--- src/rtl/uart_pkg.sv ---
// Shared UART definitions: FSM state encoding, baud divider helper and the
// default line parameters used by both the RX and TX sides.
package uart_pkg;

    localparam int UART_CLK_FREQ  = 50_000_000;
    localparam int UART_BAUD      = 115_200;
    localparam int UART_OVERSAMPLE = 16;
    localparam int UART_DATA_BITS = 8;

    typedef enum logic [2:0] {
        IDLE   = 3'd0,
        START  = 3'd1,
        DATA   = 3'd2,
        STOP   = 3'd3,
        PARITY = 3'd4
    } uart_state_t;

    // Clocks per oversample tick; truncates, never below one.
    function automatic int calc_div(input int clk_freq, input int baud, input int oversample);
        int d;
        d = clk_freq / (baud * oversample);
        if (d < 1) begin
            d = 1;
        end
        return d;
    endfunction

endpackage

--- src/rtl/uart_baud_tick.sv ---
// Free-running oversample tick generator: one-clk pulse every DIV clocks.
// A synchronous clear restarts the period so ticks align to a detected edge.
module uart_baud_tick
    import uart_pkg::*;
#(
    parameter int DIV = 1
) (
    input  logic clk,
    input  logic rst_n,
    input  logic clear,
    output logic tick
);

    localparam int CW = (DIV > 1) ? $clog2(DIV) : 1;
    localparam logic [CW-1:0] LAST = CW'(DIV - 1);

    logic [CW-1:0] cnt;

    always_ff @(posedge clk or negedge rst_n) begin
        if (!rst_n) begin
            cnt <= '0;
        end else if (clear || (cnt == LAST)) begin
            cnt <= '0;
        end else begin
            cnt <= cnt + CW'(1);
        end
    end

    assign tick = !clear && (cnt == LAST);

endmodule

--- src/rtl/uart_rx.sv ---
// Oversampling UART receiver with valid/ready output and error pulses.
// Optional even-parity checking is enabled by defining UART_RX_PARITY_EN.
module uart_rx
    import uart_pkg::*;
#(
    parameter int CLK_FREQ   = UART_CLK_FREQ,
    parameter int BAUD       = UART_BAUD,
    parameter int OVERSAMPLE = UART_OVERSAMPLE,
    parameter int DATA_BITS  = UART_DATA_BITS
) (
    input  logic                 clk,
    input  logic                 rst_n,
    input  logic                 rx,
    output logic [DATA_BITS-1:0] rx_data,
    output logic                 rx_valid,
    input  logic                 rx_ready,
    output logic                 frame_err,
    output logic                 overrun_err,
`ifdef UART_RX_PARITY_EN
    output logic                 parity_err,
`endif
    output logic                 busy
);

    localparam int DIV = calc_div(CLK_FREQ, BAUD, OVERSAMPLE);
    localparam int TW  = $clog2(OVERSAMPLE);
    localparam int BW  = $clog2(DATA_BITS + 1);
    localparam logic [TW-1:0] HALF_LAST = TW'(OVERSAMPLE / 2 - 1);
    localparam logic [TW-1:0] FULL_LAST = TW'(OVERSAMPLE - 1);
    localparam logic [BW-1:0] BIT_LAST  = BW'(DATA_BITS - 1);

    logic                 rx_meta;
    logic                 rx_s;
    logic                 rx_d;
    uart_state_t          state;
    logic [TW-1:0]        tick_cnt;
    logic [BW-1:0]        bit_idx;
    logic [DATA_BITS-1:0] shift;
    logic                 start_edge;
    logic                 tick;
    logic                 par_ok;

    // rx is asynchronous: two flops for metastability, a third for edge detect.
    always_ff @(posedge clk or negedge rst_n) begin
        if (!rst_n) begin
            rx_meta <= 1'b1;
            rx_s    <= 1'b1;
            rx_d    <= 1'b1;
        end else begin
            rx_meta <= rx;
            rx_s    <= rx_meta;
            rx_d    <= rx_s;
        end
    end

    assign start_edge = (state == IDLE) && !rx_s && rx_d;

    uart_baud_tick #(
        .DIV (DIV)
    ) u_baud_tick (
        .clk   (clk),
        .rst_n (rst_n),
        .clear (start_edge),
        .tick  (tick)
    );

`ifdef UART_RX_PARITY_EN
    logic par_bit;

    // Even parity: data bits plus the parity bit must XOR to zero.
    assign par_ok = ~(^shift ^ par_bit);

    always_ff @(posedge clk or negedge rst_n) begin
        if (!rst_n) begin
            par_bit <= 1'b0;
        end else if ((state == PARITY) && tick && (tick_cnt == FULL_LAST)) begin
            par_bit <= rx_s;
        end
    end
`else
    assign par_ok = 1'b1;
`endif

    always_ff @(posedge clk or negedge rst_n) begin
        if (!rst_n) begin
            state       <= IDLE;
            tick_cnt    <= '0;
            bit_idx     <= '0;
            shift       <= '0;
            rx_data     <= '0;
            rx_valid    <= 1'b0;
            frame_err   <= 1'b0;
            overrun_err <= 1'b0;
`ifdef UART_RX_PARITY_EN
            parity_err  <= 1'b0;
`endif
            busy        <= 1'b0;
        end else begin
            frame_err   <= 1'b0;
            overrun_err <= 1'b0;
`ifdef UART_RX_PARITY_EN
            parity_err  <= 1'b0;
`endif
            if (rx_valid && rx_ready) begin
                rx_valid <= 1'b0;
            end

            case (state)
                IDLE: begin
                    if (start_edge) begin
                        state    <= START;
                        busy     <= 1'b1;
                        tick_cnt <= '0;
                    end
                end

                START: begin
                    if (tick) begin
                        if (tick_cnt == HALF_LAST) begin
                            // A start bit that is high again at mid-bit was a glitch.
                            if (rx_s) begin
                                state <= IDLE;
                                busy  <= 1'b0;
                            end else begin
                                state    <= DATA;
                                tick_cnt <= '0;
                                bit_idx  <= '0;
                            end
                        end else begin
                            tick_cnt <= tick_cnt + TW'(1);
                        end
                    end
                end

                DATA: begin
                    if (tick) begin
                        if (tick_cnt == FULL_LAST) begin
                            tick_cnt <= '0;
                            shift    <= {rx_s, shift[DATA_BITS-1:1]};
                            if (bit_idx == BIT_LAST) begin
`ifdef UART_RX_PARITY_EN
                                state <= PARITY;
`else
                                state <= STOP;
`endif
                            end else begin
                                bit_idx <= bit_idx + BW'(1);
                            end
                        end else begin
                            tick_cnt <= tick_cnt + TW'(1);
                        end
                    end
                end

`ifdef UART_RX_PARITY_EN
                PARITY: begin
                    if (tick) begin
                        if (tick_cnt == FULL_LAST) begin
                            tick_cnt <= '0;
                            state    <= STOP;
                        end else begin
                            tick_cnt <= tick_cnt + TW'(1);
                        end
                    end
                end
`endif

                STOP: begin
                    if (tick) begin
                        if (tick_cnt == FULL_LAST) begin
                            // Decide at mid stop bit so a following start edge is not missed.
                            state     <= IDLE;
                            busy      <= 1'b0;
                            tick_cnt  <= '0;
                            frame_err <= !rx_s;
`ifdef UART_RX_PARITY_EN
                            parity_err <= !par_ok;
`endif
                            if (rx_s && par_ok) begin
                                if (!rx_valid || rx_ready) begin
                                    rx_data  <= shift;
                                    rx_valid <= 1'b1;
                                end else begin
                                    overrun_err <= 1'b1;
                                end
                            end
                        end else begin
                            tick_cnt <= tick_cnt + TW'(1);
                        end
                    end
                end

                default: begin
                    state <= IDLE;
                    busy  <= 1'b0;
                end
            endcase
        end
    end

endmodule

--- config.mk ---
export PLATFORM = sky130hd
export DESIGN_NAME = uart_rx
export DESIGN_NICKNAME = d
export VERILOG_FILES = /design/src/rtl/uart_pkg.sv /design/src/rtl/uart_baud_tick.sv /design/src/rtl/uart_rx.sv
export SDC_FILE = /design/constraint.sdc
export NUM_CORES = 1
export LEC_CHECK = 0
export CORE_MARGIN = 2
export CORE_UTILIZATION = 56
export DETAILED_ROUTE_END_ITERATION = 6
export GPL_TIMING_DRIVEN = 0
export HOLD_SLACK_MARGIN = 0.08
export PLACE_DENSITY = 0.79
export SYNTH_ARGS = -nofsm -noshare
export SYNTH_HDL_FRONTEND = slang
export SYNTH_HIERARCHICAL = 1
export SYNTH_SLANG_ARGS = --single-unit
--- constraint.sdc ---
create_clock -name clk -period 2.8 [get_ports clk]
set_input_delay 0.7 -clock clk [delete_from_list [all_inputs] [get_ports clk]]
set_output_delay 0.7 -clock clk [all_outputs]
set_load 0.005 [all_outputs]
==> results of run 1 <==
==> state kept, by name (all words and copies together) (netlist names) <==
| name | count |
|---|---|
| rx_data | 8 |
| shift | 8 |
| u_baud_tick/cnt | 5 |
| bit_idx | 4 |
| tick_cnt | 4 |
| state | 2 |
| busy | 1 |
| frame_err | 1 |
| overrun_err | 1 |
| rx_d | 1 |
| rx_meta | 1 |
| rx_s | 1 |
| rx_valid | 1 |
==> power groups by stage <==
stage | Sequential [mW] | Clock [mW] | Combinational [mW]
5_1_grt | 0.671 | 0.411 | 0.195
3_3_place_gp | 0.663 | 0 | 0.159
6_report | 0.658 | 0.371 | 0.170
4_1_cts | 0.658 | 0.384 | 0.173
2_1_floorplan | 0.656 | 0 | 0.129
3_5_place_dp | 0.669 | 0 | 0.171
==> worst max path at each step <==
stage / endpoint / slack (ns) / depth (start not counted)
after floorplan: bit_idx[1] / 0.60 / 9
after global placement: shift[7] / 0.22 / 1
after detailed placement: bit_idx[1] / 0.32 / 9
after CTS: bit_idx[1] / 0.30 / 9
after global routing: bit_idx[1] / 0.12 / 9
final: bit_idx[1] / 0.31 / 9
==> cell type report <==
class / count / share of cell area, %
repair buffers: 15 / 6.79
plain buffers: 6 / 2.81
flip-flops and latches: 38 / 44.6
clock buffers: 5 / 1.76
clock inverters: 3 / 2.11
multi-input cells: 92 / 38.4
inverters: 5 / 0.878
well taps: 44 / 2.57
==> cell families (layout without fill, tap and decap cells) <==
family | Yosys count | in the layout | share of synthesized area [%]
AOI/OAI and AO/OA | 20 | 20 | 8.77
adders and majority gates | 4 | 4 | 2.70
and+or+nand+nor | 47 | 47 | 17.5
DFF | 38 | 38 | 51.5
xor gates and xnor gates | 2 | 2 | 0.944
muxes | 19 | 19 | 14.4
buffers and inverters | 11 | 34 | 4.25
==> cells in the mapped netlist, types with 2 or more instances <==
| library cell | number | area, um^2 |
|---|---|---|
| mux2_4 | 15 | 225 |
| nor3_1 | 4 | 20.0 |
| nor4_1 | 3 | 18.8 |
| buf_6 | 4 | 45.0 |
| nor2_1 | 7 | 26.3 |
| a22o_1 | 2 | 17.5 |
| mux2_2 | 2 | 22.5 |
| mux2i_1 | 2 | 20.0 |
| dfstp_2 | 3 | 78.8 |
| buf_4 | 2 | 15.0 |
| o21bai_1 | 2 | 15.0 |
| inv_1 | 5 | 18.8 |
| ha_1 | 4 | 50.1 |
| o21ai_0 | 4 | 20.0 |
| nor2b_1 | 2 | 12.5 |
| a21oi_1 | 4 | 20.0 |
| nor2_2 | 2 | 12.5 |
| nand2_1 | 8 | 30.0 |
| and4_2 | 2 | 20.0 |
| nand3_1 | 4 | 20.0 |
| nor4_2 | 2 | 25.0 |
| dfrtp_1 | 35 | 876 |
==> critical path, cell delays in order (launching register included) <==
cell	delay (ns)
dfrtp_1	0.43
inv_1	0.07
ha_1	0.13
and4b_1	0.21
buf_6	0.12
nor2b_1	0.44
nand4_1	0.22
or3_1	0.41
o2bb2ai_4	0.21
mux2i_1	0.19
==> layer usage <==
metal / share of wire [%] / vias up
met5: 0 / -
met4: 2.0 / 0
met3: 3.5 / 10
met2: 49 / 25
met1: 45 / 598
li1: - / 562
==> layout by cell type, fill, tap and decap left out, drive strengths merged, types with 2 or more instances in the layout <==
cell / n
nor2b: 2
buf: 7
dfstp: 3
a21oi: 4
o21ai: 4
nor3b: 2
and4: 2
nor3: 4
nand3: 5
mux2i: 2
nand4: 2
nand2: 8
clkbuf: 5
clkdlybuf4s50: 14
dfrtp: 35
o21bai: 2
mux2: 17
inv: 5
clkinvlp: 2
ha: 4
nor2: 9
nor4: 5
nor4b: 2
a22o: 2
==> results.sh, run 1 <==
export IMPL_status="finished clean"
export IMPL_timing_rr_start="u_baud_tick/cnt[0]"
export IMPL_syn_to_final_growth_pct=15.2
export IMPL_r2r_end="bit_idx[1]"
export IMPL_setup_violations_final=0
export IMPL_dp_cells=200
export IMPL_busiest_layer="met2"
export IMPL_cp_start_kind="flop"
export IMPL_grt_ovfl_total=0
export IMPL_grt_max_degree=39
export IMPL_hold_viol=0
export IMPL_start_util_pct=59.8
export IMPL_design_area_um2=2140
export IMPL_r2r_slack_ns=0.31
export IMPL_ir_drop_v=0.000295
export IMPL_diodes=0
export IMPL_power_density_nw_per_um2=561
export IMPL_ioPinCount=16
export IMPL_clockBufferDepth=2
export IMPL_syn_cell_area_um2=1860
export IMPL_antenna_found_initial=0
export IMPL_drc=0
export IMPL_fin_util_pct=68.9
export IMPL_layout_drive_gt1_share_pct=28.7
export IMPL_syn_nets=149
export IMPL_period_share_pct=88.8
export IMPL_fin_cells=208
export IMPL_vias=1195
export IMPL_numCtsBuffers=5
export IMPL_die_x_um=61.6
export IMPL_fin_tns_setup_ns=0
export IMPL_clk_pin_slew_ns=0.11
export IMPL_p_int_mw=0.881
export IMPL_place_congestion=0.809
export IMPL_synth_flop_cell="dfrtp_1"
export IMPL_first_iter_violations=76
export IMPL_worst_ep_arrival_time_ns=2.77
export IMPL_swShare_pct=26.6
export IMPL_seq_area_um2=955
export IMPL_port_buffers=15
export IMPL_grt_use_met3_pct=5.04
export IMPL_cts_root_buffer="clkbuf_4"
export IMPL_p_sw_mw=0.320
export IMPL_nNetsFinal=171
export IMPL_design_power_total_mw=1.20
export IMPL_hold_buffers=0
export IMPL_gr_usage_met1_pct=24.4
export IMPL_rsz0062_at_grt="no"
export IMPL_h_tree_depth=2
export IMPL_synth_area_per_cell_um2=13.2
export IMPL_yosysSeqAreaShare_pct=51.4
export IMPL_cts_tree="built"
export IMPL_critical_path_class="flop to flop"
export IMPL_tightestPinTransition_ns=0.835
export IMPL_drt_vias_per_instance=5.75
export IMPL_clkPwrFrac_pct=30.9
export IMPL_drv_cap=0
export IMPL_multi_input_area_um2=822
export IMPL_worstHoldEndpoint="rx_s"
export IMPL_core_region_area_um2=3100
export IMPL_synth_seq_cells=38
export IMPL_worstHoldPathCells=0
export IMPL_place_area_um2=2060
export IMPL_yosysWarningCount=6
export IMPL_crit_start="u_baud_tick/cnt[0]"
export IMPL_cts_resized=0
export IMPL_combPwrFrac_pct=14.2
export IMPL_drt_wl_total_um=3160
export IMPL_grt_pass1_vias=1232
export IMPL_clock_sinks=38
export IMPL_cp_max_fo=7
export IMPL_max_clock_freq_ghz=0.402
export IMPL_worstSetupEndpointType="flop"
export IMPL_fp_dieH_um=61.6
export IMPL_drt_pass1_iterations=5
export IMPL_synth_edf_count=0
export IMPL_worst_slack_ns=0.313
export IMPL_synthCells=141
export IMPL_dp_hpwl_um=2210
export IMPL_postCtsSetupBuffers=0
export IMPL_cp_data_required_time_ns=3.08
export IMPL_period_needed_ns=2.49
export IMPL_clkLatencyLatePin_ns=0.35
export IMPL_synthArstFlopShare_pct=100
export IMPL_std_cell_rows=20
export IMPL_fill_cells=235
export IMPL_hp_class="flop to flop"
export IMPL_drtAntennaViolNets=0
export IMPL_pwr_share_seq_pct=54.9
export IMPL_worst_r2r_cell_count=9
export IMPL_fin_worst_hold_slack_ns=0.364
export IMPL_hold_path_startpoint="rx_meta"
export IMPL_clock_skew_ns=0.0146
export IMPL_leakage_nw=0.973
export IMPL_ys_types=45
export IMPL_routedWlPerCell_um=15.2
export IMPL_grt_pass1_wl_um=5460
export IMPL_maxSlewHeadroom_pct=44.3
export IMPL_use_met2_pct=32.6
export IMPL_maxSlewViolCount=0
export IMPL_grt_use_total_pct=19.8
export IMPL_pre_cts_slack_ns=0.315
export IMPL_die_area_um2=3790
No activity file was read; power rests on OpenSTA's default activity.
==> run 2: changes to the inputs <==
--- a/config.mk
+++ b/config.mk
@@ -5,7 +5,6 @@
 export SDC_FILE = /design/constraint.sdc
 export NUM_CORES = 1
 export LEC_CHECK = 0
-export CORE_MARGIN = 2
 export CORE_UTILIZATION = 56
 export DETAILED_ROUTE_END_ITERATION = 6
 export GPL_TIMING_DRIVEN = 0
==> run 2 against run 1 <==
Compared with the run above: utilization increased by 0.93 points; combinational power increased by 4%; die area decreased by 6.4%; register-to-register slack got worse by 0.12 ns; sequential share of layout area decreased by 0.59 points; critical endpoint unchanged; largest cell class unchanged; largest power group unchanged.
==> results.sh, run 2 (synthesized netlist as in run 1, its figures left out) <==
export IMPL_start_util_pct=59.8
export IMPL_std_cell_rows=20
export IMPL_worst_ep_arrival_time_ns=2.89
export IMPL_dp_hpwl_um=2440
export IMPL_r2r_end="bit_idx[1]"
export IMPL_cp_data_required_time_ns=3.08
export IMPL_maxSlewViolCount=0
export IMPL_drt_vias_per_instance=5.76
export IMPL_h_tree_depth=2
export IMPL_cts_tree="built"
export IMPL_numCtsBuffers=5
export IMPL_r2r_slack_ns=0.20
export IMPL_grt_use_total_pct=23.2
export IMPL_clockBufferDepth=2
export IMPL_drtAntennaViolNets=0
export IMPL_vias=1198
export IMPL_layout_drive_gt1_share_pct=28.7
export IMPL_period_needed_ns=2.60
export IMPL_ir_drop_v=0.000544
export IMPL_routedWlPerCell_um=16.4
export IMPL_fill_cells=236
export IMPL_drv_cap=0
export IMPL_hp_class="flop to flop"
export IMPL_drt_pass1_iterations=4
export IMPL_power_density_nw_per_um2=612
export IMPL_cp_start_kind="flop"
export IMPL_drt_wl_total_um=3420
export IMPL_worst_slack_ns=0.195
export IMPL_fin_util_pct=69.8
export IMPL_port_buffers=15
export IMPL_postCtsSetupBuffers=0
export IMPL_critPathCapture="bit_idx[1]"
export IMPL_drc=0
export IMPL_timing_rr_start="u_baud_tick/cnt[0]"
export IMPL_place_congestion=0.784
export IMPL_worst_r2r_cell_count=9
export IMPL_grt_pass1_wl_um=5890
export IMPL_fp_dieH_um=59.6
export IMPL_slowest_stage="dfrtp_1"
export IMPL_multi_input_area_um2=822
export IMPL_worstSetupEndpointType="flop"
export IMPL_ioPinCount=16
export IMPL_diodes=0
export IMPL_rsz0062_at_grt="no"
export IMPL_die_area_um2=3550
export IMPL_fin_tns_setup_ns=0
export IMPL_antenna_found_initial=0
export IMPL_setup_violations_final=0
export IMPL_period_share_pct=93.0
export IMPL_grt_pass1_vias=1265
export IMPL_core_region_area_um2=3100
export IMPL_place_area_um2=2060
export IMPL_design_area_um2=2170
export IMPL_top_regs="rx_data x8, shift x8, u_baud_tick/cnt x5"
export IMPL_seq_area_um2=955
export IMPL_clkLatencyLatePin_ns=0.35
export IMPL_cp_max_fo=7
export IMPL_clock_sinks=38
export IMPL_critical_path_class="flop to flop"
export IMPL_hold_buffers=0
export IMPL_status="finished clean"
export IMPL_leakage_nw=0.994
export IMPL_die_x_um=59.6
export IMPL_clock_skew_ns=0.00992
export IMPL_layout_common_cells="35 x dfrtp_1, 15 x mux2_4, 14 x clkdlybuf4s50_1"
export IMPL_grt_ovfl_total=0
export IMPL_path_cells="inv_1 -> ha_1 -> and4b_1 -> buf_6 -> nor2b_1 -> nand4_1 -> or3_1 -> o2bb2ai_4 -> mux2i_1"
export IMPL_layout_commonest_cell="dfrtp_1"
export IMPL_tightestPinTransition_ns=0.844
export IMPL_nNetsFinal=171
export IMPL_grt_max_degree=39
export IMPL_clk_pin_slew_ns=0.12
export IMPL_hold_viol=0
export IMPL_first_iter_violations=69
export IMPL_slowest_delay_ns=0.44
export IMPL_maxSlewHeadroom_pct=43.7
export IMPL_max_clock_freq_ghz=0.384
export IMPL_syn_to_final_growth_pct=16.8
export IMPL_cts_resized=0
export IMPL_cts_root_buffer="clkbuf_4"
export IMPL_pre_cts_slack_ns=0.219
export IMPL_crit_start="u_baud_tick/cnt[0]"
run 2: cell count changes in the layout (fill, tap and decap cells not counted), sizes merged:
cell,change
bufinv,+1
clkinvlp,-2
clkbuf,+1
run 2: worst min-delay path by stage:
stage,from,end,slack (ns),depth (start not counted)
2_1_floorplan,rx_meta,rx_s,0.35,0
3_3_place_gp,rx_meta,rx_s,0.35,0
3_5_place_dp,rx_meta,rx_s,0.35,0
4_1_cts,rx_meta,rx_s,0.37,0
5_1_grt,rx_meta,rx_s,0.37,0
6_report,rx_meta,rx_s,0.37,0
run 2: critical path: cells and delay by family (launching register included):
family | cells | cell delay [ns]
flops | 1 | 0.44
buf+inv | 2 | 0.23
mux | 1 | 0.21
simple gates | 4 | 1.28
fa+ha+maj | 1 | 0.17
compound gates | 1 | 0.21
run 2: area by class of cell:
type	count	area share [%]
Clock inverter	2	2.77
Sequential cell	38	44.1
Buffer	6	2.77
Timing Repair Buffer	15	6.70
Multi-Input combinational cell	92	37.9
Tap cell	44	2.54
Inverter	5	0.866
Clock buffer	6	2.37
run 2: where the power goes:
group	switching [mW]	total (mW)	internal, mW	leakage, nW
clock	0.183	0.486	0.302	0.0585
sequential	0.0605	0.665	0.604	0.502
combinational	0.0861	0.176	0.0903	0.434
run 2: layer usage:
layer  wire length [um]  vias up  GRT usage (%)
met4                 68        0           8.97
met3                111        8           8.08
met1               1490      606           27.4
li1                   -      561              -
met2               1750       23           38.8
met5                  0        -              0
run 2: stage by stage:
step / instances / power [mW] / hold WS [ns]
CTS: 208 / 1.34 / 0.368
global route: 208 / 1.39 / 0.375
detailed placement: 200 / 0.850 / 0.352
floorplan: 141 / 0.785 / 0.345
global placement: 200 / 0.822 / 0.348
finish: 208 / 1.33 / 0.366
==> run 3: changes to the inputs <==
--- a/config.mk
+++ b/config.mk
@@ -5,6 +5,7 @@
 export SDC_FILE = /design/constraint.sdc
 export NUM_CORES = 1
 export LEC_CHECK = 0
+export CORE_MARGIN = 2
 export CORE_UTILIZATION = 56
 export DETAILED_ROUTE_END_ITERATION = 6
 export GPL_TIMING_DRIVEN = 0
==> results of run 3 <==
Final layout, timing and power as in run 1 (identical DEF).
